<file path="config.mk">
export PLATFORM = sky130hd
export DESIGN_NAME = alu_exec_unit
export DESIGN_NICKNAME = d
export VERILOG_FILES = /design/src/rtl/alu_exec_unit.sv
export SDC_FILE = /design/constraint.sdc
export NUM_CORES = 1
export LEC_CHECK = 0
export ABC_CLOCK_PERIOD_IN_PS = 1000
export BUFFER_PORTS_ARGS = -buffer_cell sky130_fd_sc_hd__buf_2
export CORE_ASPECT_RATIO = 1.25
export CORE_MARGIN = 4
export CORE_UTILIZATION = 59
export DETAILED_ROUTE_END_ITERATION = 10
export PLACE_DENSITY = 0.89
export SETUP_SLACK_MARGIN = 0.05
export SLEW_MARGIN = 10
export SYNTH_ARGS = -nofsm -noshare
export SYNTH_HDL_FRONTEND = slang
export SYNTH_SLANG_ARGS = --single-unit
</file>
<file path="constraint.sdc">
create_clock -name clk -period 1 [get_ports clk]
set_input_delay 0.2 -clock clk [delete_from_list [all_inputs] [get_ports clk]]
set_output_delay 0.2 -clock clk [all_outputs]
set_load 0.005 [all_outputs]
</file>
<file path="src/rtl/alu_exec_unit.sv">
// alu_exec_unit: single-cycle ALU control decode + execute with registered outputs.
// Optional ALU_EXEC_SHIFT_EN adds SLLV/SRLV; without it those functs decode as illegal.
module alu_exec_unit (
    input  logic        clk,
    input  logic        rst,
    input  logic        in_valid,
    input  logic [1:0]  alu_op,
    input  logic [5:0]  funct,
    input  logic [31:0] a,
    input  logic [31:0] b,
    input  logic        branch,
    output logic [31:0] result,
    output logic        zero,
    output logic        ovf,
    output logic [3:0]  alu_ctl,
    output logic        illegal,
    output logic        pc_src,
    output logic        out_valid
);
    localparam logic [3:0] CTL_AND  = 4'b0000;
    localparam logic [3:0] CTL_OR   = 4'b0001;
    localparam logic [3:0] CTL_ADD  = 4'b0010;
    localparam logic [3:0] CTL_SUB  = 4'b0110;
    localparam logic [3:0] CTL_SLT  = 4'b0111;
    localparam logic [3:0] CTL_SLLV = 4'b1000;
    localparam logic [3:0] CTL_SRLV = 4'b1001;
    localparam logic [3:0] CTL_NOR  = 4'b1100;
    localparam logic [3:0] CTL_ILL  = 4'b1111;

    logic [3:0]  ctl;
    logic [31:0] res, sum, diff;
    logic        ov;
    logic [31:0] result_d, result_q;
    logic        zero_d, zero_q, ovf_d, ovf_q, illegal_d, illegal_q;
    logic        branch_d, branch_q, out_valid_d, out_valid_q;
    logic [3:0]  alu_ctl_d, alu_ctl_q;

    always_comb begin
        ctl = CTL_ILL;
        case (alu_op)
            2'b00: ctl = CTL_ADD;
            2'b01: ctl = CTL_SUB;
            2'b11: ctl = CTL_OR;
            default:
                case (funct)
                    6'b100000: ctl = CTL_ADD;
                    6'b100010: ctl = CTL_SUB;
                    6'b100100: ctl = CTL_AND;
                    6'b100101: ctl = CTL_OR;
                    6'b100111: ctl = CTL_NOR;
                    6'b101010: ctl = CTL_SLT;
`ifdef ALU_EXEC_SHIFT_EN
                    6'b000100: ctl = CTL_SLLV;
                    6'b000110: ctl = CTL_SRLV;
`endif
                    default:   ctl = CTL_ILL;
                endcase
        endcase
    end

    always_comb begin
        sum  = a + b;
        diff = a - b;
        res  = '0;
        ov   = 1'b0;
        case (ctl)
            CTL_AND: res = a & b;
            CTL_OR:  res = a | b;
            CTL_NOR: res = ~(a | b);
            CTL_ADD: begin
                res = sum;
                ov  = (a[31] == b[31]) && (sum[31] != a[31]);
            end
            CTL_SUB: begin
                res = diff;
                ov  = (a[31] != b[31]) && (diff[31] != a[31]);
            end
            // signed compare, so overflow of a-b cannot corrupt the answer
            CTL_SLT: res = {31'b0, $signed(a) < $signed(b)};
`ifdef ALU_EXEC_SHIFT_EN
            CTL_SLLV: res = b << a[4:0];
            CTL_SRLV: res = b >> a[4:0];
`endif
            default: res = '0;
        endcase
    end

    always_comb begin
        result_d    = in_valid ? res : result_q;
        zero_d      = in_valid ? (res == 32'b0) : zero_q;
        ovf_d       = in_valid ? ov : ovf_q;
        alu_ctl_d   = in_valid ? ctl : alu_ctl_q;
        illegal_d   = in_valid ? (ctl == CTL_ILL) : illegal_q;
        branch_d    = in_valid ? branch : branch_q;
        out_valid_d = in_valid;
    end

    always_ff @(posedge clk or negedge rst) begin
        if (!rst) begin
            result_q    <= '0;
            zero_q      <= 1'b0;
            ovf_q       <= 1'b0;
            alu_ctl_q   <= '0;
            illegal_q   <= 1'b0;
            branch_q    <= 1'b0;
            out_valid_q <= 1'b0;
        end else begin
            result_q    <= result_d;
            zero_q      <= zero_d;
            ovf_q       <= ovf_d;
            alu_ctl_q   <= alu_ctl_d;
            illegal_q   <= illegal_d;
            branch_q    <= branch_d;
            out_valid_q <= out_valid_d;
        end
    end

    assign result    = result_q;
    assign zero      = zero_q;
    assign ovf       = ovf_q;
    assign alu_ctl   = alu_ctl_q;
    assign illegal   = illegal_q;
    assign out_valid = out_valid_q;
    assign pc_src    = branch_q & zero_q & ~illegal_q;
endmodule

</file>
==> reports/summary.txt, run 1 <==
Tool Error - [ERROR DPL-0038] Utilization greater than 100%, impossible to legalize
Mapped Cells - 970
Seq cells post-synth - 41
register area share after synthesis - 14.61%
syn nets - 1146
PostCTS Resize Cnt - 143
Port Buffers - 116
outcome - aborted with a tool error
post-CTS setup buffers - 57
dpl hpwl - 32370 um
placed inst area - 10820 um2
post-synthesis cell area - 7020 um2
Synth Flop Type - dfrtp_1
Netlist cell types - 82
clk sinks - 41
die width - 105.6 um
asr flop ratio synth - 100.0%
chip height - 130.0 um
# H-tree levels - 2
CTS Hold Bufs - 1
Avg Inst Size Synth - 7.238 um2
CTS root buffer - clkbuf_16
# IOs - 117
Failed at - 4_1_cts
Post-synth EDFFs - 0
Max clock buf depth - 2
Placer Congestion - 1.156
synth warn - 0
initial core utilization - 60.44%
Core Rows - 44
CTS buffer count - 5
## Yosys cell counts (4+ instances only)
| master | number | area (um2) |
|---|---|---|
| a2111oi_0 | 4 | 35.03 |
| nand4_1 | 11 | 68.82 |
| o31ai_1 | 10 | 75.07 |
| clkbuf_1 | 25 | 93.84 |
| a32oi_1 | 5 | 43.79 |
| nor4_1 | 12 | 75.07 |
| o211ai_1 | 16 | 120.1 |
| a22oi_1 | 4 | 30.03 |
| nor2b_1 | 11 | 68.82 |
| o211a_1 | 5 | 50.05 |
| a41oi_1 | 6 | 52.55 |
| nor3_1 | 17 | 85.08 |
| a21o_1 | 14 | 105.1 |
| or4_1 | 4 | 30.03 |
| o21a_1 | 7 | 52.55 |
| a31oi_1 | 14 | 87.58 |
| nand2b_1 | 8 | 50.05 |
| dfrtp_1 | 41 | 1026 |
| a21oi_1 | 87 | 435.4 |
| and2_1 | 8 | 50.05 |
| and4_1 | 4 | 35.03 |
| and3_1 | 7 | 43.79 |
| o31a_1 | 5 | 43.79 |
| buf_2 | 24 | 120.1 |
| inv_1 | 96 | 360.4 |
| o21bai_1 | 11 | 82.58 |
| o22ai_1 | 7 | 43.79 |
| nor2_1 | 117 | 439.2 |
| nand3_1 | 21 | 105.1 |
| a221oi_1 | 25 | 219.0 |
| a211oi_1 | 18 | 135.1 |
| mux2i_1 | 7 | 70.07 |
| a21boi_0 | 4 | 30.03 |
| o21ai_0 | 53 | 265.3 |
| mux2_2 | 6 | 67.56 |
| nand2_1 | 63 | 236.5 |
| a221o_1 | 10 | 100.1 |
| xnor2_1 | 18 | 157.7 |
| ha_1 | 98 | 1226 |
## per-stage QoR
| step | util [%] | setup TNS [ps] | setup WS, ps | instances | hold slack [ps] |
|---|---|---|---|---|---|
| 3_5_place_dp | 93.13 | -72120 | -3168 | 1551 | 216.8 |
| 3_3_place_gp | 93.13 | -63190 | -2479 | 1551 | 185.6 |
| 2_1_floorplan | - | -43350 | -2174 | 970 | -95.59 |
## kinds of logic after synthesis
kind of cell / share of synthesized area [%]
AO/OA/AOI/OAI: 33.29
AND/OR/NAND/NOR: 20.82
buffers and inverters: 8.662
adder cells (fa/ha/maj): 18.04
flip-flops: 14.61
XOR/XNOR: 2.620
multiplexers: 1.960
==> run 2: changes to the inputs <==
--- a/config.mk
+++ b/config.mk
@@ -7,12 +7,10 @@
 export LEC_CHECK = 0
 export ABC_CLOCK_PERIOD_IN_PS = 1000
 export BUFFER_PORTS_ARGS = -buffer_cell sky130_fd_sc_hd__buf_2
-export CORE_ASPECT_RATIO = 1.25
 export CORE_MARGIN = 4
-export CORE_UTILIZATION = 59
+export CORE_UTILIZATION = 40
 export DETAILED_ROUTE_END_ITERATION = 10
-export PLACE_DENSITY = 0.89
-export SETUP_SLACK_MARGIN = 0.05
+export PLACE_DENSITY_LB_ADDON = 0.15
 export SLEW_MARGIN = 10
 export SYNTH_ARGS = -nofsm -noshare
 export SYNTH_HDL_FRONTEND = slang
==> reports/summary.txt, run 2 <==
VDD IR max - 829.1 uV
sw power - 0.004738 W
Flop pwr share - 17.6%
synth warn - 0
syn nets - 1146
CTS buffer count - 5
most common cell after layout, fill and taps aside - buf_4
initial core utilization - 40.73%
Pleak - 6.242 nW
Die Area - 19730 um2
final setup fails - 59
Layout fillers - 1355
met2 Use GR - 53.02%
RSZ-0062 raised after global routing - true
DR vias/cell - 5.618
Synth area leader - ha_1
maxcap violations - 0
worst hold path class - in2reg
final worst slack - -2315 ps
Placer Congestion - 1.033
CTS root buffer - clkbuf_16
Avg Inst Size Synth - 7.238 um2
Crit Path Category - in2reg
Data arrival, critical path - 3510 ps
Core Rows - 48
DR DRC count - 0
Post-Layout Cell Count - 1724
crit path launch type - input pin
Final Total Pwr - 0.01177 W
slew margin rel. - 52.28%
hold slack - 139.7 ps
fin nets - 1675
vias in the first global route - 9428
Worst Clk Skew - 0 ps
WP data required - 1190 ps
dpl hpwl - 25540 um
simple-gate area share of the yosys netlist - 20.82%
# IOs - 117
Post-synth EDFFs - 0
Worst Path Max Fanout - 3
# H-tree levels - 2
Synth Area in Compound Gates - 33.29%
DRT iter0 DRCs - 932
ANT nets after route - 0
largest family of logic cells by synthesized area - compound AO/OA/AOI/OAI gates
largest net degree at the start of global routing - 42
final worst-path cycle share - 331.5%
Synth Area in Adders - 18.04%
CTS tree - done
outcome - finished with violations
Synth area leaders - ha_1 17%, dfrtp_1 15%, nor2_1 6.3%, a21oi_1 6.2%, inv_1 5.1%
Max clock buf depth - 2
commonest cells after routing, fill and taps aside - 417 x buf_4, 107 x nor2_1, 107 x buf_2
Mapped Cells - 970
crit end category - flip-flop
global-route wire length before repair - 50180 um
Net Sw Frac - 40.25%
gr usage total - 31.45%
P_int - 0.007031 W
Worst-path clk slew - 70 ps
Max Slew Vio Count - 0
Post-synth top cells - 117 x nor2_1, 98 x ha_1, 96 x inv_1, 87 x a21oi_1, 63 x nand2_1
placed cell count - 1655
Antenna Cells - 0
max reg flops - 32
fin crit period - 3315 ps
die width - 140.5 um
total wire length - 32790 um
Synth Flop Type - dfrtp_1
Fin. Hold Viols - 0
multiplexer share of the synthesized area - 1.960%
Netlist cell types - 82
initial antenna violation count - 0
Synth top area share - 17.47%
xor and xnor area share after synthesis - 2.620%
power density over the cells - 924.1 nW/um2
register area share after synthesis - 14.61%
f_max - 301.6 MHz
GR Layer Usage met3 - 4.473%
failing checks - negative setup slack
clk sinks - 41
DRT Pass-1 Iters - 5
asr flop ratio synth - 100.0%
GRT overflow - 0
post-synthesis cell area - 7020 um2
chip height - 140.5 um
worst slack, placed - -2631 ps
most crowded layer after global routing - met2
most common cell in the netlist - nor2_1
Seq cells post-synth - 41
core area - 17240 um2
slew at the pin closest to its max-slew limit - 713.9 ps
worst skew pair latency - 290 ps
layout cell share with drive strength beyond 1 - 51.57%
power share of the clock group - 16.0%
Port Buffers - 116
combinational power share - 66.4%
routed vias - 9686
WL per Instance - 19.02 um
Area growth syn-to-layout - 81.41%
met1 track demand over resource - 42.03%
-- run 2: final cells by class --
type	count	area, um2	share of cell area (%)
well taps	225	281.5	2.210
repair buffers	575	4302	33.78
inverters	100	411.6	3.232
multi-input cells	776	6555	51.47
flip-flops and latches	41	1026	8.056
clock buffers	5	125.1	0.9824
clock inverters	2	35.03	0.2751
-- run 2: power by group through the flow --
stage	clock network (W)	logic, W	registers (W)
detailed placement	0	0.00643	0.00209
finish	0.00189	0.00781	0.00207
CTS	0.00189	0.00708	0.00206
global route	0.00196	0.00834	0.00209
global placement	0	0.00639	0.00209
floorplan	0	0.00313	0.00209
-- run 2: final timing paths --
kind	from	end	slack, ps	depth (start not counted)
setup / recovery	b[1]	zero	-2320	19
hold / removal	branch	branch_q	140	2
setup reg to reg	result[12]	result[12]	70	4
hold reg to reg	branch_q	branch_q	510	1
max in group asynchronous	rst	result[3]	350	3
min in group asynchronous	rst	result[19]	420	3
-- run 2: logic make-up after synthesis --
kind of cell / Yosys count
compound gates: 339
xor+xnor: 21
fa+ha+maj: 100
buf+inv: 153
flops: 41
mux: 13
simple gates: 303
-- run 2: layer usage --
layer  wire length [um]  part of all wire (%)  vias to the layer above
met5                  0                     0                        -
li1                   -                     -                     4590
met3               2178                   6.6                       97
met1              13980                    43                     4598
met4               1220                   3.7                        0
met2              15410                    47                      401
-- run 2: stage by stage --
step	cell area, um2	utilization (%)	setup TNS, ps
floorplan	7605	-	-43350
global placement	11190	64.90	-64680
detailed placement	11190	64.90	-66140
CTS	12120	70.32	-51840
global route	12740	73.89	-57820
finish	12740	73.89	-54650
-- run 2: timing repair --
item / CTS / global route
endpoints found under the hold margin: 41 / 0
setup endpoints to repair: 59 / 78
setup buffers: 41 / 46
resized for setup: 126 / 79
pin swaps: 73 / 68
cloned: 0 / 0
hold buffers: 1 / 0
-- run 2: critical path: stages --
cell,delay [ps]
buf_8,80
clkinvlp_4,100
buf_6,140
ha_4,280
a211oi_4,70
o211ai_1,310
buf_4,200
a221oi_4,70
buf_4,160
buf_6,110
buf_6,110
a21oi_4,200
a41oi_2,130
buf_4,170
o41ai_4,390
mux2i_1,140
xor2_1,180
o21ai_2,110
o41ai_2,350
Power figures use the tool's default switching activity.
